$ cat config.mk
export PLATFORM = sky130hd
export DESIGN_NAME = add16_mul_seq
export DESIGN_NICKNAME = d
export VERILOG_FILES = /design/src/rtl/add16_mul_seq.sv
export SDC_FILE = /design/constraint.sdc
export NUM_CORES = 1
export LEC_CHECK = 0
export CAP_MARGIN = 20
export CELL_PAD_IN_SITES_DETAIL_PLACEMENT = 1
export CELL_PAD_IN_SITES_GLOBAL_PLACEMENT = 2
export CORE_MARGIN = 10
export CORE_UTILIZATION = 35
export CTS_CLUSTER_DIAMETER = 80
export CTS_CLUSTER_SIZE = 12
export DETAILED_ROUTE_END_ITERATION = 12
export DONT_BUFFER_PORTS = 1
export PLACE_DENSITY_LB_ADDON = 0.1
export REMOVE_ABC_BUFFERS = 1
export SYNTH_ARGS = -nofsm -noshare
export SYNTH_HDL_FRONTEND = slang
export SYNTH_SLANG_ARGS = --single-unit
$ cat constraint.sdc
create_clock -name clk -period 6.6 [get_ports clk]
set_input_delay 0.99 -clock clk [delete_from_list [all_inputs] [get_ports clk]]
set_output_delay 0.99 -clock clk [all_outputs]
set_load 0.01 [all_outputs]
$ cat src/rtl/add16_mul_seq.sv
// Sequential 16x16 -> low-16 shift-and-add multiplier. Every accumulation goes
// through one shared Add16 adder, and each operation runs exactly 16 iterations.

module add16 (
  input  logic [15:0] i_x,
  input  logic [15:0] i_y,
  output logic [15:0] o_sum
);
  // Carry-out is intentionally dropped: the result is modulo 2^16.
  assign o_sum = i_x + i_y;
endmodule

module add16_mul_seq (
  input  logic        clk,
  input  logic        reset,
  input  logic        start,
  input  logic [15:0] a,
  input  logic [15:0] b,
  output logic        busy,
  output logic        done,
  output logic [15:0] product
);

  localparam logic [1:0] ST_IDLE = 2'd0;
  localparam logic [1:0] ST_RUN  = 2'd1;
  localparam logic [1:0] ST_DONE = 2'd2;

  logic [1:0]  r_state;
  logic [15:0] r_mcand;
  logic [15:0] r_mplier;
  logic [15:0] r_acc;
  logic [15:0] r_product;
  // The iteration count is a thermometer code rather than a binary counter, so
  // no second adder is needed. Bit 14 is set after 15 iterations, which marks
  // the next edge as the 16th and final one.
  logic [14:0] r_count;

  logic [15:0] w_sum;
  logic [15:0] w_acc_next;
  logic        w_last;

  add16 u_add16 (
    .i_x   (r_acc),
    .i_y   (r_mcand),
    .o_sum (w_sum)
  );

  assign w_acc_next = r_mplier[0] ? w_sum : r_acc;
  assign w_last     = r_count[14];

  always_ff @(posedge clk or posedge reset) begin
    if (reset) begin
      r_state   <= ST_IDLE;
      r_mcand   <= 16'h0000;
      r_mplier  <= 16'h0000;
      r_acc     <= 16'h0000;
      r_count   <= 15'h0000;
      r_product <= 16'h0000;
    end else begin
      case (r_state)
        ST_IDLE, ST_DONE: begin
          if (start) begin
            r_mcand  <= a;
            r_mplier <= b;
            r_acc    <= 16'h0000;
            r_count  <= 15'h0000;
            r_state  <= ST_RUN;
          end else begin
            r_state  <= ST_IDLE;
          end
        end
        ST_RUN: begin
          r_acc    <= w_acc_next;
          r_mcand  <= {r_mcand[14:0], 1'b0};
          r_mplier <= {1'b0, r_mplier[15:1]};
          r_count  <= {r_count[13:0], 1'b1};
          if (w_last) begin
            r_product <= w_acc_next;
            r_state   <= ST_DONE;
          end
        end
        default: r_state <= ST_IDLE;
      endcase
    end
  end

  assign busy    = (r_state == ST_RUN);
  assign done    = (r_state == ST_DONE);
  assign product = r_product;

endmodule

* After elaboration in Yosys (flattened, before gate mapping)
Cells that the tools add are included.
** Storage, ports and cells
- Memories kept :: 0
- RAM bits :: 0
- Latch bits :: 0
- Register bits after elaboration :: 81
- ROM bits :: 0
- Input bits :: 35
** Cells by class
- Div/mod/pow operators :: 0
- Equality and inequality tests :: 4
- Bitwise operators :: 0
- Reductions and logical operators :: 5
- $lt $le $gt $ge :: 0
- Multiply operators :: 0
- Shift-type cells :: 0
- $add $sub $neg :: 1
- Mux-type cells :: 12
** Operators by type and width (count)
- 16-bit one-hot mux with 2 select lines :: 3
- 16-bit two-way mux :: 4
- 15-bit one-hot mux with 2 select lines :: 1
- 16-bit adder :: 1
- 15-bit two-way mux :: 1
- 2-bit one-hot mux with 2 select lines :: 1
- 2-bit AND reduction :: 2
- 2-bit by 1-bit == test with 1-bit output (second input constant) :: 1
- 2-bit == test (second input constant) :: 1
- 2-bit logical NOT :: 1
- 2-bit two-way mux :: 1
- 2-bit by 1-bit != test with 1-bit output (second input constant) :: 1
- 2-bit != test (second input constant) :: 1
- 2-bit nonzero test :: 1
- 2-bit OR reduction :: 1
- 1-bit two-way mux :: 1

* Depth between registers and ports, before layout
- Depth after elaboration :: 4
- Gate-level depth with buffers :: 9
- Depth with buffers taken out :: 9

* Cells and area by module
From an unflattened synthesis, not the netlist that was laid out.
** Second synthesis, totals
- Cells, all modules :: 451
- Area, all modules :: 4179.0 µm²
** Modules (own cells, without submodules)
- add16_mul_seq :: times used 1, area an instance 3454.6 µm², cells each 353, seq. area each 2026.9 µm²
- add16 :: times used 1, area an instance 724.4 µm², cells each 98, seq. area each 0.0 µm²

* Worst setup path after synthesis
No wires, ideal clock.
- Path kind :: register -> register
- Start :: reg r_mcand[0]
- End :: reg r_acc[14]
- Data arrival time :: 2.141 ns
- Setup time :: 0.120 ns
- Stages on the path, launching flop included :: 9
- Slack :: 4.339 ns
- Path buffers :: 0
- Cell sequence :: dfrtp_1 > ha_1 > fa_1 > a21o_1 > a221o_1 > a41oi_2 > o21ai_1 > xor2_1 > a31o_1
** Between the ends
- Word-level cells in the longest chain between the ends :: 3
** RTL lines
- from (decl) :: RTL line 29 : logic [15:0] r_mcand;
- from (signal assigned) :: RTL line 74 : r_mcand <= {r_mcand[14:0], 1'b0};
- 16-bit adder :: RTL line 10 : assign o_sum = i_x + i_y;
- 16-bit two-way mux :: RTL line 48 : assign w_acc_next = r_mplier[0] ? w_sum : r_acc;
- 16-bit one-hot mux with 2 select lines :: RTL line 60 : case (r_state)
- to (signal assigned) :: RTL line 73 : r_acc <= w_acc_next;
- to (decl) :: RTL line 31 : logic [15:0] r_acc;
No other way between the ends.
A chain may end at the register's enable or synchronous reset.

* Worst setup path after layout
- Start :: reg r_state[1]
- End :: reg r_acc[4]
** Between the ends
- Word-level cells in the longest chain between the ends :: 4
** RTL lines
- from (decl) :: RTL line 28 : logic [1:0] r_state;
- from (signal assigned) :: RTL line 53 : r_state <= ST_IDLE;
- from (signal assigned) :: RTL line 67 : r_state <= ST_RUN;
- from (signal assigned) :: RTL line 69 : r_state <= ST_IDLE;
- 2-bit == test / 2-bit logical NOT (equally long branches) :: RTL line 60
- 2-bit OR reduction :: RTL line 60
- 2-bit != test (no source line) / 2-bit nonzero test (equally long branches)
- 2-bit AND reduction (no source line)
Several ways; a longest one is shown, not always the timed one.

==> reports/metrics.csv <==
stage;metric;value;unit
run_status;status;finished, final reports clean;
logic_synthesis;post-synth top area share;0.4878;
hold_path;Worst Hold Class;reg -> reg;
global_route;first-pass GRT wire length;17220;um
sta;WHS;0.4864;ns
setup_path;critical path's slowest cell;nand2_1;
global_route;initial antenna violation count;0;
drt;DRC errors left;0;
logic_synthesis;Syn Area/Cell;9.941;sq um
power_and_ir_drop;Leak;2.100;nW
sta;clock skew;0.008275;ns
setup_path;Setup crit start kind;register;
floorplan;die area;16630;sq um
setup_path;Reg2Reg Depth;6;
drt;final WL;10500;um
final_layout;Area growth, synth to finish;9.214;%
sta;Worst Max-Slew Pin Slew;1.023;ns
final_layout;most common cell after layout, fill and taps aside;dfrtp_1;
job;max-cap viol count;0;
logic_synthesis;Mapped Area;4155;sq um
cts;post-cts gate resize count;0;
logic_synthesis;number of distinct library cells after synthesis;42;
setup_path;WP depth;6;
sta;Slew Limit Fails;0;
global_route;grt total ovfl;0;
cts;count of hold buffers inserted by post-cts repair;0;
floorplan;Die X;129.0;um
logic_synthesis;Cells after Synth;418;
final_layout;commonest non-fill, non-tap cells in the layout;81 x dfrtp_1, 56 x nand2_1, 51 x o21ai_0, 39 x mux2i_1, 21 x a21oi_1;
final_layout;final design area excluding fillers;4538;sq um
setup_path;Setup CP Type;reg -> reg;
cts;clock buffer count from CTS;9;
sta;TNS Setup;0;ns
sta;final hold vios;0;
sta;unrepaired setup endpoints after global routing;false;
hold_path;hold depth;2;
global_route;number of global-route vias before repair;3165;
logic_synthesis;post-synthesis sequential area ratio;0.4878;
setup_path;critical path data arrival time;3.02;ns
drt;Routed WL per cell;19.05;um
placement;Buffers on Ports;0;
final_layout;# diodes;0;
setup_path;peak fanout along the critical path;86;
setup_path;slowest stage delay, CP;0.74;ns
logic_synthesis;synth warn;0;
placement;Area after DPL;4259;sq um
placement;dpl hpwl;6979;um
global_route;gr usage total;0.1328;
placement;GP Congestion;0.7806;
logic_synthesis;Synth area leader;dfrtp_1;
cts;CTS sink count;81;
setup_path;cell family with most CP delay;simple AND/OR/NAND/NOR gates;
setup_path;CP cell instances;nand2b_1 > inv_2 > buf_4 > nand2_1 > and3_1 > a31o_2;
setup_path;CP Buf/Inv Count;2;
cts;clk_lat worst skew;0.35;ns
setup_path;Worst Setup End Kind;register;
cts;setup repair bufs after CTS;0;
sta;Fmax achieved;358.9;MHz
cts;Bufs on Longest Clock Path;2;
floorplan;Core ar.;11520;sq um
sta;Finish-stage setup viols;0;
drt;total number of vias;3013;
drt;Avg Vias per Cell;5.468;
cts;Root Buffer;clkbuf_16;
drt;antenna viol nets, final;0;
cts;CTS tree;yes;
setup_path;WP data required;6.83;ns
floorplan;Row Count;39;
sta;Tmin final;2.786;ns
logic_synthesis;main area contributors after synthesis;dfrtp_1 49%, mux2i_1 9.4%, o21ai_0 6.1%;
floorplan;die height;129.0;um
sta;Slew HR;0.3158;
power_and_ir_drop;Max VDD drop;0.0001849;V
final_layout;Final Core Density;0.3941;
drt;DRT Pass-1 Iters;4;
cts;Reg clk slew, reported paths;0.06;ns
power_and_ir_drop;P per Cell Area;500.0;nW/um^2
logic_synthesis;Yosys reg bits;81;
global_route;largest net degree at the start of global routing;87;
sta;final cycle utilization of the critical path;0.4221;
drt;DRT iter0 DRCs;107;
floorplan;io pins;53;
final_layout;Final #Nets;454;
final_layout;layout cells sized above 1;0.08088;
floorplan;Starting Density;0.3608;
cts;# H-tree levels;3;
==> worst register-to-register path, delay by kind of cell, from the launching register on <==
kind	cells	cell delay [ns]
AND/OR/NAND/NOR	3	1.38
buffers and inverters	2	0.70
flip-flops	1	0.38
AO/OA/AOI/OAI	1	0.21
==> area by class of cell <==
| type | count | area, sq um |
|---|---|---|
| clock buffers | 9 | 225.2 |
| flip-flops and latches | 81 | 2027 |
| repair buffers | 3 | 22.52 |
| multi-input cells | 302 | 2007 |
| well taps | 143 | 178.9 |
| inverters | 6 | 23.77 |
| fillers | 1332 | 6978 |
| clock inverters | 7 | 53.80 |
==> synth_stat cells, drive strengths merged <==
| cell | n |
|---|---|
| nand2 | 56 |
| a311oi | 1 |
| and2 | 2 |
| nor4 | 1 |
| a221o | 1 |
| a21o | 5 |
| buf | 2 |
| inv | 6 |
| a21oi | 21 |
| a21boi | 1 |
| xor2 | 2 |
| nand4 | 3 |
| o21ai | 53 |
| nor3 | 4 |
| nand2b | 4 |
| ha | 15 |
| a31o | 7 |
| dfrtp | 81 |
| o31ai | 1 |
| a41oi | 2 |
| a31oi | 1 |
| clkbuf | 27 |
| a22o | 16 |
| nor2b | 2 |
| o31a | 1 |
| o211ai | 3 |
| nand3 | 13 |
| xnor2 | 10 |
| mux2i | 39 |
| nor2 | 14 |
| o32ai | 1 |
| or4 | 1 |
| a221oi | 1 |
| and3 | 12 |
| or3 | 4 |
| nor3b | 2 |
| fa | 1 |
| o21bai | 2 |
==> sequential cells by signal, summed over array words and instances (netlist names) <==
signal	count
product	16
r_acc	16
r_count	15
r_mcand	16
r_mplier	16
r_state	2
==> report_power, final <==
part | internal, mW | switching (mW)
clock network | 0.258 | 0.216
registers | 0.700 | 0.168
logic | 0.362 | 0.565
total | 1.32 | 0.949
==> final timing paths <==
check	slack [ns]	startpoint	to
worst max-delay path	3.81	r_state[1]	r_acc[4]
worst min-delay path	0.49	r_mplier[12]	r_mplier[11]
worst max register to register	3.81	r_state[1]	r_acc[4]
worst min register to register	0.49	r_mplier[12]	r_mplier[11]
max in group asynchronous	4.97	reset	product[0]
min in group asynchronous	0.58	reset	r_mplier[3]
==> logic make-up after synthesis <==
kind of cell,share of synthesized area
flip-flops,0.4878
AO/OA/AOI/OAI,0.1792
multiplexers,0.09395
XOR/XNOR,0.02529
buffers and inverters,0.03162
AND/OR/NAND/NOR,0.1322
adder cells (fa/ha/maj),0.04999
==> per-layer routing <==
metal	GRT usage	vias to the layer above	wire length, um	part of all wire
met3	0.04025	13	526	0.050
met1	0.1705	1493	5042	0.48
li1	-	1468	-	-
met4	0.06221	0	199	0.019
met2	0.2008	39	4730	0.45
met5	0	-	0	0
==> per-stage QoR <==
step	setup slack [ns]	total power [mW]	cells
after floorplan	3.043	1.551	389
after global placement	3.866	1.799	535
after detailed placement	3.797	1.825	535
after CTS	3.759	2.318	551
after global routing	3.483	2.483	551
final	3.814	2.269	551
Note: power is estimated with default switching activity, not from simulation.
